<file path="config.mk">
export PLATFORM = sky130hd
export DESIGN_NAME = vga_draw_arbiter
export DESIGN_NICKNAME = d
export VERILOG_FILES = /design/src/rtl/vga_draw_arbiter.sv
export SDC_FILE = /design/constraint.sdc
export NUM_CORES = 1
export LEC_CHECK = 0
export BUFFER_PORTS_ARGS = -buffer_cell sky130_fd_sc_hd__buf_2
export CAP_MARGIN = 5
export CORE_UTILIZATION = 35
export DETAILED_ROUTE_END_ITERATION = 8
export MAX_ROUTING_LAYER = met4
export PLACE_DENSITY = 0.66
export SLEW_MARGIN = 20
export SYNTH_ARGS = -nofsm -noshare
export SYNTH_HDL_FRONTEND = slang
export SYNTH_SLANG_ARGS = --single-unit
</file>
<file path="constraint.sdc">
create_clock -name clk -period 6.2 [get_ports clk]
set_clock_uncertainty 0.15 [all_clocks]
set_input_delay 1.24 -clock clk [delete_from_list [all_inputs] [get_ports clk]]
set_output_delay 1.24 -clock clk [all_outputs]
set_load 0.01 [all_outputs]
</file>
<file path="src/rtl/vga_draw_arbiter.sv">
// Round-robin arbiter sharing one vga_adapter pixel port among NREQ drawing engines.
// Optional off-screen clipping is enabled by defining VGA_DRAW_ARBITER_CLIP_EN.
module vga_draw_arbiter #(
   parameter int NREQ  = 3,
   parameter int CNT_W = 16
) (
   input  logic                 clk,
   input  logic                 rst_n,
   input  logic [NREQ-1:0]      req,
   output logic [NREQ-1:0]      ack,
   output logic [NREQ-1:0]      eng_start,
   input  logic [NREQ-1:0]      eng_done,
   input  logic [8*NREQ-1:0]    eng_x,
   input  logic [7*NREQ-1:0]    eng_y,
   input  logic [3*NREQ-1:0]    eng_colour,
   input  logic [NREQ-1:0]      eng_plot,
   output logic [7:0]           vga_x,
   output logic [6:0]           vga_y,
   output logic [2:0]           vga_colour,
   output logic                 vga_plot,
   output logic                 busy,
   output logic [1:0]           gnt_id,
   output logic [CNT_W-1:0]     plot_count,
   output logic [CNT_W-1:0]     clip_count
);

   localparam logic [1:0] S_IDLE    = 2'd0;
   localparam logic [1:0] S_GRANT   = 2'd1;
   localparam logic [1:0] S_RUN     = 2'd2;
   localparam logic [1:0] S_RELEASE = 2'd3;

   logic [1:0]  state;
   logic [1:0]  ptr;
   logic [1:0]  next_gnt;
   logic        any_req;
   logic [7:0]  sel_x, last_x;
   logic [6:0]  sel_y, last_y;
   logic [2:0]  sel_colour, last_colour;
   logic        sel_plot, sel_done;
   logic        clip_hit;
   logic        fwd;

   function automatic logic [NREQ-1:0] onehot(input logic [1:0] id);
      logic [NREQ-1:0] v;
      v = '0;
      for (int i = 0; i < NREQ; i++) v[i] = (id == 2'(i));
      return v;
   endfunction

   // Pick the set request with the smallest rotational distance from the pointer.
   always_comb begin
      int best;
      int d;
      any_req  = 1'b0;
      next_gnt = 2'd0;
      best     = NREQ;
      for (int i = 0; i < NREQ; i++) begin
         d = (i >= int'(ptr)) ? i - int'(ptr) : i + NREQ - int'(ptr);
         if (req[i] && d < best) begin
            best     = d;
            any_req  = 1'b1;
            next_gnt = 2'(i);
         end
      end
   end

   always_comb begin
      sel_x      = '0;
      sel_y      = '0;
      sel_colour = '0;
      sel_plot   = 1'b0;
      sel_done   = 1'b0;
      for (int i = 0; i < NREQ; i++) begin
         if (gnt_id == 2'(i)) begin
            sel_x      = eng_x[8*i +: 8];
            sel_y      = eng_y[7*i +: 7];
            sel_colour = eng_colour[3*i +: 3];
            sel_plot   = eng_plot[i];
            sel_done   = eng_done[i];
         end
      end
   end

`ifdef VGA_DRAW_ARBITER_CLIP_EN
   assign clip_hit = (sel_x >= 8'd160) || (sel_y >= 7'd120);
`else
   assign clip_hit = 1'b0;
`endif

   assign fwd        = (state == S_RUN) && sel_plot && !clip_hit;
   assign vga_plot   = fwd;
   assign vga_x      = (state == S_RUN) ? sel_x      : last_x;
   assign vga_y      = (state == S_RUN) ? sel_y      : last_y;
   assign vga_colour = (state == S_RUN) ? sel_colour : last_colour;

   always_ff @(posedge clk or negedge rst_n) begin
      if (!rst_n) begin
         state       <= S_IDLE;
         ptr         <= 2'd0;
         gnt_id      <= 2'd0;
         eng_start   <= '0;
         ack         <= '0;
         busy        <= 1'b0;
         plot_count  <= '0;
         last_x      <= '0;
         last_y      <= '0;
         last_colour <= '0;
      end else begin
         ack <= '0;
         case (state)
            S_IDLE: begin
               if (any_req) begin
                  gnt_id     <= next_gnt;
                  plot_count <= '0;
                  state      <= S_GRANT;
               end
            end
            S_GRANT: begin
               eng_start <= onehot(gnt_id);
               busy      <= 1'b1;
               state     <= S_RUN;
            end
            S_RUN: begin
               last_x      <= sel_x;
               last_y      <= sel_y;
               last_colour <= sel_colour;
               if (fwd && plot_count != {CNT_W{1'b1}})
                  plot_count <= plot_count + 1'b1;
               if (sel_done) begin
                  eng_start <= '0;
                  ack       <= onehot(gnt_id);
                  state     <= S_RELEASE;
               end
            end
            S_RELEASE: begin
               // Wait until the engine has observed start low before re-arbitrating.
               if (!sel_done) begin
                  ptr   <= (gnt_id == 2'(NREQ-1)) ? 2'd0 : gnt_id + 2'd1;
                  busy  <= 1'b0;
                  state <= S_IDLE;
               end
            end
            default: state <= S_IDLE;
         endcase
      end
   end

`ifdef VGA_DRAW_ARBITER_CLIP_EN
   logic [CNT_W-1:0] clip_q;

   always_ff @(posedge clk or negedge rst_n) begin
      if (!rst_n)
         clip_q <= '0;
      else if (state == S_IDLE && any_req)
         clip_q <= '0;
      else if (state == S_RUN && sel_plot && clip_hit && clip_q != {CNT_W{1'b1}})
         clip_q <= clip_q + 1'b1;
   end

   assign clip_count = clip_q;
`else
   assign clip_count = '0;
`endif

endmodule
</file>
==> results of run 1 <==
## sequential cells by signal (all words and copies together) (netlist names)
name and count:
gnt_id 2, eng_start 3, last_colour 3, last_y 7, busy 1, state 2, last_x 8, plot_count 16
ack 3, ptr 2
## kinds of logic (layout without fill, tap and decap cells)
kind of cell / count (synthesis) / in the layout
AOI/OAI and AO/OA: 97 / 97
adders and majority gates: 15 / 15
buffers and inverters: 45 / 129
DFF: 47 / 47
muxes: 27 / 27
other: 1 / 16
and+or+nand+nor: 116 / 116
## worst register-to-register path, delay by kind of cell (launching register included)
| kind | cells | cell delay (ns) |
|---|---|---|
| compound gates | 7 | 1.16 |
| simple gates | 4 | 1.11 |
| fa+ha+maj | 3 | 0.70 |
| buf+inv | 3 | 0.48 |
| flops | 1 | 0.49 |
## worst max path at each step
stage,start,to,cells after the start
3_5_place_dp,req[0],plot_count[4],16
4_1_cts,req[0],plot_count[9],16
2_1_floorplan,req[0],plot_count[10],15
6_report,req[0],plot_count[12],16
3_3_place_gp,req[0],plot_count[13],16
5_1_grt,req[0],plot_count[12],16
## metal layers
layer | up-vias | share of wire | wire length [um] | global-route usage
met5 | - | 0 | 0 | -
met4 | 0 | 0.014 | 99 | 0.0547
met3 | 11 | 0.056 | 411 | 0.0308
met2 | 90 | 0.48 | 3520 | 0.263
met1 | 1330 | 0.45 | 3290 | 0.212
li1 | 1407 | - | - | -
## cells in the final DEF (no fill, tap or decap), types with 4 or more instances in the layout
cell type and n:
buf_2 107, o21ai_0 10, mux2i_1 23, and2_1 5
or4_1 11, ha_1 14, a21oi_1 51, inv_1 11
conb_1 16, o21ai_1 4, nor2b_1 6, nand2_1 19
and3_1 6, o31ai_1 13, dfrtp_1 47, nor2_1 44
nand3_1 8, clkbuf_8 6, nand2b_1 4
## stage by stage
step | worst slack (ns) | util | power (mW)
finish | 1.81 | 0.449 | 1.70
global route | 1.52 | 0.449 | 1.87
CTS | 1.87 | 0.449 | 1.72
detailed placement | 1.54 | 0.434 | 1.48
global placement | 1.72 | 0.434 | 1.45
floorplan | 2.08 | - | 1.20
## cell type report
class,instances,area [um2],area share
tap,105,131,0.0351
clock inverter,2,38.8,0.0104
multi-input combinational,271,1720,0.458
clock buffer,6,82.6,0.0221
sequential,47,1180,0.314
inverter,11,41.3,0.0110
timing repair buffer,110,558,0.149
## power by group
group / internal [mW] / switching (mW)
logic: 0.385 / 0.600
clock network: 0.133 / 0.105
registers: 0.406 / 0.0734
total: 0.924 / 0.778
==> reports/metrics.cfg, run 1 <==
[drt]
final_antenna_net_count=0
wire_per_inst_um=13.3
drtPass1Iterations=4
drc_errors=0
post_drt_via_cell_ratio=5.14
wirelength_mm=7.32
drt-initial-drc-count=126
vias=2838

[logic_synthesis]
async_reset_ff_frac=1.00
synthXorXnorAreaFrac=0
yosysMostFrequentCell=a21oi_1
synth-adder-area-share=0.0610
synth_commonest_cells=51 x a21oi_1, 47 x dfrtp_1, 44 x nor2_1
synthMuxAreaShare=0.0895
ys_warn_count=0
synth_top_area_frac=0.382
yosysUniqueCellTypes=48
postSynthCellCount=348
synth-simple-area-share=0.193
synth-seq-cells=47
synthFlopType=dfrtp_1
synth_area_per_cell_um2=8.84
syn_area_um2=3080
synth_area_leaders=dfrtp_1 38%, a21oi_1 8.3%, mux2i_1 7.5%
yosysSeqAreaShare=0.382
synth_top_family_by_area=simple AND/OR/NAND/NOR gates
synth-compound-area-share=0.193
yosys.area.top_type=dfrtp_1
synth-edff-count=0

[placement]
placed_cells=544
dp_hpwl_mm=5.37
gp_congestion=0.916
numPortBuffers=108
placed_cell_area_um2=3620

[clock_network]
cts_tree=built
cts-hold-fix-buffers=0
cts_resized=0
cts-root-buf=clkbuf_8
clock_latency_ns=0.30
cts_buffers=5
clk_pin_slew_ns=0.09
cts.sinks=47
clockBufferDepth=2
cts-htree-levels=2
cts_setup_buffers=0

[run_status]
run_status=finished clean

[worst_setup_path]
cp-end-kind=flop
crit_path_start_kind=input pin
reg2reg_depth=17
ff2ff_setup_slack_ns=2.02
crit_family=simple AND/OR/NAND/NOR gates
cp.required_ns=6.26
cp_cell_sequence=buf_2 -> nor2b_1 -> ha_1 -> nor2b_1 -> nand2_1 -> o21ai_0 -> nand2_1 -> o21a_1 -> ha_1 -> nor4b_2 -> o21ai_1 -> o31ai_4 -> a211oi_2 -> buf_4 -> or4_1 -> a21oi_1
cpMaxStageDelayCell=or4_1
cp_num_buf_inv=2
r2r_end=plot_count[12]
critPathMaxFanout=31
worst-setup-path-type=in2reg
arrival_ns=4.45
r2r-start=ptr[1]
slowest_delay_ns=0.52

[cells_and_area]
n_antenna_cell=0
nFillCells=820
nNetsFinal=526
instances_no_fill=552
drive_gt1_frac=0.289
fin_area_um2=3740
area_growth_syn_to_layout_pct=21.7

[job]
drv_cap=0

[global_routing]
grt_usage=0.165
grt_pass1_wl_mm=11.5
grt_max_degree=50
grt_pass1_vias=2478
antenna_found_initial=0
grt-ovfl-total=0

[power]
vdd_drop_max_uv=208
leakage_nw=1.81
p_per_area_nw_per_um2=455

[floorplan]
row_count=33
die_h_um=95.7
core_area_um2=8340
start_util=0.369
die_w_um=95.7
dieArea_um2=9170
pin_count=125

[min_path]
hold_path.startpoint=last_x[7]
hold_end=last_x[7]
hold_path_class=reg2reg
hold_depth=2

[sta]
hold_viol_final=0
fin_crit_ns=4.39
setup_viol=0
final_max_slew_viol_count=0
tightestPinTransition_ns=0.945
final.period_utilization=0.708
slew_headroom=0.367
hold_slack_ns=0.382
rsz0062_at_grt=no
fmax_mhz=228
tns_ns=0

(Power assumes the default switching activity.)
==> run 2: changes to the inputs <==
Settings changed: ABC_AREA from default to 1, PLACE_DENSITY 0.66 to 0.69.
Clock period 6.2 ns to 3.7 ns, I/O delays scaled along.
==> reports/metrics.cfg, run 2 <==
[clock_network]
cts_buffers=5  ; unchanged
cts_resized=0  ; unchanged
cts_tree=built
clk_pin_slew_ns=0.09  ; about the same
cts-root-buf=clkbuf_8
clockBufferDepth=2  ; unchanged
cts-htree-levels=2  ; unchanged
cts_setup_buffers=0  ; unchanged
cts.sinks=47  ; unchanged
clock_latency_ns=0.30  ; about the same
cts-hold-fix-buffers=0  ; unchanged

[sta]
hold_slack_ns=0.292  ; -0.0901 ns
tns_ns=0  ; unchanged
worst_slack_ns=0.463  ; -1.35 ns
setup_viol=0  ; unchanged
hold_viol_final=0  ; unchanged
final.period_utilization=0.875
rsz0062_at_grt=no
fin_crit_ns=3.24
final_max_slew_viol_count=0  ; unchanged
slew_headroom=0.558  ; +0.192
fmax_mhz=309
tightestPinTransition_ns=0.662  ; -0.284 ns

[power]
power.total_mw=2.71  ; +59%
leakage_nw=1.95  ; +7.6%
p_per_area_nw_per_um2=723  ; +59%
vdd_drop_max_uv=321  ; +54%

[worst_setup_path]
crit_family=simple AND/OR/NAND/NOR gates
crit_top_cell=nand2_1
cp-end-kind=flop
slowest_delay_ns=0.51  ; about the same
cp.required_ns=3.79  ; -2.47 ns
arrival_ns=3.33  ; -1.12 ns
cp_num_buf_inv=2  ; unchanged
cpMaxStageDelayCell=dfrtp_1
crit_path_start_kind=flop
critPathMaxFanout=20  ; -35%
cp_cell_sequence=inv_1 -> ha_1 -> nor2_1 -> ha_1 -> inv_1 -> nand2_1 -> nor2_1 -> nand2_2 -> nand2_2 -> nor2_1 -> a21oi_1 -> ha_1 -> nand2_1 -> nand2_1 -> nand2_1 -> nand2_1 -> nand2_1 -> nand2_2 -> nand3_4 -> nand2_4 -> nand2_1 -> nand2_1
worst-setup-path-type=reg2reg

[placement]
post-place-ws_ns=0.463  ; -1.08 ns
gp_congestion=0.841  ; -8.2%
numPortBuffers=108  ; unchanged
dp_hpwl_mm=5.65  ; +5.1%
placed_cell_area_um2=3610  ; -0.17%

[floorplan]
core_area_um2=8340  ; unchanged
die_w_um=95.3  ; -0.42%
row_count=33  ; unchanged
die_h_um=95.3  ; -0.42%
start_util=0.366  ; -0.00315
pin_count=125  ; unchanged
dieArea_um2=9090  ; -0.84%

[cells_and_area]
final_cell_mix=120 x nand2_1, 107 x buf_2, 50 x nor2_1
regMostFlops=plot_count
area_growth_syn_to_layout_pct=22.9
final_common_cell=nand2_1
nFillCells=864  ; +5.4%
top_regs=plot_count (16), last_x (8), last_y (7)
n_antenna_cell=0  ; unchanged
largest_reg_flops=16  ; unchanged
nNetsFinal=589  ; +12%
fin_area_um2=3750  ; +0.13%
drive_gt1_frac=0.282  ; -0.00624

[min_path]
hold_path_class=in2async

[drt]
vias=2931  ; +3.3%
post_drt_via_cell_ratio=4.77  ; -7.3%
wire_per_inst_um=12.2  ; -8.0%
drt-initial-drc-count=98  ; -22%
final_antenna_net_count=0  ; unchanged
wirelength_mm=7.50  ; +2.5%
drc_errors=0  ; unchanged
drtPass1Iterations=4  ; unchanged

[logic_synthesis]
syn_area_um2=3050  ; -0.85%
yosysMostFrequentCell=nand2_1
async_reset_ff_frac=1.00  ; unchanged
synth_top_area_frac=0.386  ; +0.00330
synth-seq-cells=47  ; unchanged
yosys.area.top_type=dfrtp_1
synth-edff-count=0  ; unchanged
yosysUniqueCellTypes=32  ; -33%
yosysSeqAreaShare=0.386  ; +0.00330
postSynthCellCount=405  ; +16%
synth_area_per_cell_um2=7.53  ; -15%
synthFlopType=dfrtp_1
ys_warn_count=0  ; unchanged
synth_area_leaders=dfrtp_1 39%, nand2_1 15%, ha_1 6.2%
synth_commonest_cells=120 x nand2_1, 50 x nor2_1, 47 x dfrtp_1

[global_routing]
grt_pass1_vias=2793  ; +13%
grt_max_degree=48  ; -4.0%
antenna_found_initial=0  ; unchanged
grt_usage=0.183  ; +0.0179
grt-ovfl-total=0  ; unchanged
grt_pass1_wl_mm=12.6  ; +9.8%

[job]
drv_cap=0  ; unchanged

[run_status]
run_status=finished clean

run 2: kinds of logic (layout without fill, tap and decap cells):
family                     count (synthesis)  after routing  synth area share
xor gates and xnor gates                  10             10            0.0287
other                                      1             16           0.00123
buffers and inverters                     65            155             0.109
DFF                                       47             47             0.386
AOI/OAI and AO/OA                         55             55             0.106
adders and majority gates                 15             15            0.0616
and+or+nand+nor                          212            212             0.307
run 2: power by group:
group | total [mW] | switching [mW] | internal (mW) | leakage [nW]
sequential | 0.776 | 0.0961 | 0.679 | 0.590
combinational | 1.48 | 0.971 | 0.513 | 1.29
clock | 0.449 | 0.179 | 0.270 | 0.0654
run 2: final timing paths:
check,to,slack (ns),cells past startpoint,startpoint
max in group asynchronous,last_x[4],2.69,1,rst_n
worst min register to register,busy,0.35,2,busy
min in group clk,busy,0.35,2,busy
worst min-delay path,plot_count[3],0.29,1,rst_n
worst max-delay path,plot_count[4],0.46,22,ptr[1]
worst max register to register,plot_count[4],0.46,22,ptr[1]
run 2: routing by layer:
layer	share of wire	vias to the layer above	global-route usage
li1	-	1478	-
met1	0.43	1337	0.208
met2	0.49	104	0.320
met3	0.065	12	0.0415
met4	0.013	0	0.0518
met5	0	-	-
run 2: final cells by class:
class | count | area, um2 | area share
inverter | 33 | 124 | 0.0330
timing repair buffer | 114 | 588 | 0.157
clock buffer | 6 | 72.6 | 0.0194
tap | 105 | 131 | 0.0350
multi-input combinational | 308 | 1600 | 0.426
clock inverter | 2 | 60.1 | 0.0160
sequential | 47 | 1180 | 0.314
run 2: stage by stage:
stage                     std cells  utilization
after floorplan                 420            -
after global placement          607        0.433
after detailed placement        607        0.433
after CTS                       615        0.449
after global routing            615        0.449
final                           615        0.449
==> run 3: changes to the inputs <==
--- a/constraint.sdc
+++ b/constraint.sdc
@@ -4,2 +4,2 @@
 set_output_delay 0.74 -clock clk [all_outputs]
-set_load 0.01 [all_outputs]
+set_load 0.05 [all_outputs]
==> reports/metrics.cfg, run 3 (synthesized netlist as in run 2, its figures left out) <==
[power]
p_comb_frac=0.635  ; +0.087
power.switching_mw=1.89  ; +52%
leakage_nw=1.95  ; unchanged
p_int_mw=1.47  ; +0.23%
power.share.clock=0.134  ; -0.032
p_per_area_nw_per_um2=896  ; +24%
seqPwrFrac=0.231  ; -0.055
power.total_mw=3.36  ; +24%
switching_share=0.564  ; +0.104
vdd_drop_max_uv=615  ; +92%

[drt]
vias=2911  ; -0.68%
drc_errors=0  ; unchanged
wirelength_mm=7.51  ; +0.13%
post_drt_via_cell_ratio=4.73  ; -0.68%
drtPass1Iterations=4  ; unchanged
final_antenna_net_count=0  ; unchanged
drt-initial-drc-count=110  ; +12%
wire_per_inst_um=12.2  ; +0.13%

[worst_setup_path]
worst-setup-path-type=reg2reg
arrival_ns=3.33  ; about the same
cp-end-kind=flop
cp.required_ns=3.79  ; about the same
crit_path_start_kind=flop
critPathMaxFanout=20  ; unchanged

[floorplan]
row_count=33  ; unchanged
die_w_um=95.3  ; unchanged
core_area_um2=8340  ; unchanged
dieArea_um2=9090  ; unchanged
pin_count=125  ; unchanged
die_h_um=95.3  ; unchanged
start_util=0.366  ; unchanged

[global_routing]
grt_max_degree=48  ; unchanged
grt_pass1_vias=2723  ; -2.5%
antenna_found_initial=0  ; unchanged
grt-ovfl-total=0  ; unchanged
grt_pass1_wl_mm=12.5  ; -0.27%
grt_usage=0.182  ; -0.000493

[cells_and_area]
drive_gt1_frac=0.282  ; unchanged
regMostFlops=plot_count
largest_reg_flops=16  ; unchanged
area_growth_syn_to_layout_pct=22.9  ; unchanged
multi_input_area_um2=1600  ; unchanged
seq_area_um2=1180  ; unchanged
n_antenna_cell=0  ; unchanged
nNetsFinal=589  ; unchanged
nFillCells=834  ; -3.5%
final_common_cell=nand2_1
final_cell_mix=120 x nand2_1, 107 x buf_2, 50 x nor2_1
top_regs=plot_count (16), last_x (8), last_y (7)

[placement]
gp_congestion=0.842  ; +0.12%
dp_hpwl_mm=5.54  ; -1.9%
numPortBuffers=108  ; unchanged
post-place-ws_ns=0.451  ; -0.0115 ns

[clock_network]
clockBufferDepth=2  ; unchanged
cts-hold-fix-buffers=0  ; unchanged
cts_buffers=5  ; unchanged
clk_pin_slew_ns=0.09  ; about the same
clock_latency_ns=0.30  ; about the same
cts_setup_buffers=0  ; unchanged
cts.sinks=47  ; unchanged
cts_resized=0  ; unchanged
cts_tree=built
cts-root-buf=clkbuf_8
cts-htree-levels=2  ; unchanged

[sta]
final_max_slew_viol_count=0  ; unchanged
tns_ns=0  ; unchanged
fin_crit_ns=3.24  ; +0.00501 ns
worst_slack_ns=0.458  ; -0.00501 ns
fmax_mhz=308  ; -0.15%
final.period_utilization=0.876  ; +0.00135
hold_viol_final=0  ; unchanged
rsz0062_at_grt=no
tightestPinTransition_ns=0.642  ; -0.0197 ns
hold_slack_ns=0.297  ; +0.00457 ns
setup_viol=0  ; unchanged
slew_headroom=0.572  ; +0.0131

[job]
drv_cap=0  ; unchanged

[run_status]
run_status=finished clean

[min_path]
hold_path_class=in2async

-- run 3: cell counts in the layout (fill, tap and decap cells not counted) --
No cell type changed its count.
-- run 3: cell type report --
cell class,instances,area share
clock buffers,6,0.0194
clock inverters,2,0.0160
inverters,33,0.0330
multi-input cells,308,0.426
flip-flops and latches,47,0.314
well taps,105,0.0350
repair buffers,114,0.157
-- run 3: power by group through the flow --
stage,combinational (mW),clock (mW),sequential (mW)
2_1_floorplan,1.56,0,0.909
3_3_place_gp,2.11,0,0.783
3_5_place_dp,2.14,0,0.786
4_1_cts,2.15,0.467,0.778
5_1_grt,2.32,0.482,0.803
6_report,2.13,0.450,0.777
-- run 3: path summary, 6_finish.rpt --
check	from	to	slack, ns	depth (start not counted)
max in group asynchronous	rst_n	ptr[1]	2.67	1
worst max register to register	ptr[1]	plot_count[7]	0.46	22
worst max-delay path	ptr[1]	plot_count[7]	0.46	22
min in group clk	busy	busy	0.36	2
worst min-delay path	rst_n	plot_count[2]	0.30	1
worst min register to register	busy	busy	0.36	2
-- run 3: routing by layer --
layer  track usage  part of all wire  wire [um]
met4        0.0442            0.0053         40
met3        0.0367             0.072        541
met2         0.307              0.49       3690
met1         0.223              0.43       3240
met5             -                 0          0
-- run 3: critical path: stages, from the launching register on --
cell and delay, ns:
dfrtp_1 0.52, inv_1 0.13, ha_1 0.19, nor2_1 0.21, ha_1 0.19, inv_1 0.04
nand2_1 0.05, nor2_1 0.05, nand2_2 0.08, nand2_2 0.09, nor2_1 0.11, a21oi_1 0.06
ha_1 0.28, nand2_1 0.05, nand2_1 0.05, nand2_1 0.04, nand2_1 0.05, nand2_1 0.05
nand2_2 0.10, nand3_4 0.26, nand2_4 0.28, nand2_1 0.07, nand2_1 0.06
-- run 3: metrics by stage --
| stage | cell area (um2) | utilization | cells |
|---|---|---|---|
| 2_1_floorplan | 3110 | - | 420 |
| 3_3_place_gp | 3610 | 0.433 | 607 |
| 3_5_place_dp | 3610 | 0.433 | 607 |
| 4_1_cts | 3750 | 0.449 | 615 |
| 5_1_grt | 3750 | 0.449 | 615 |
| 6_report | 3750 | 0.449 | 615 |
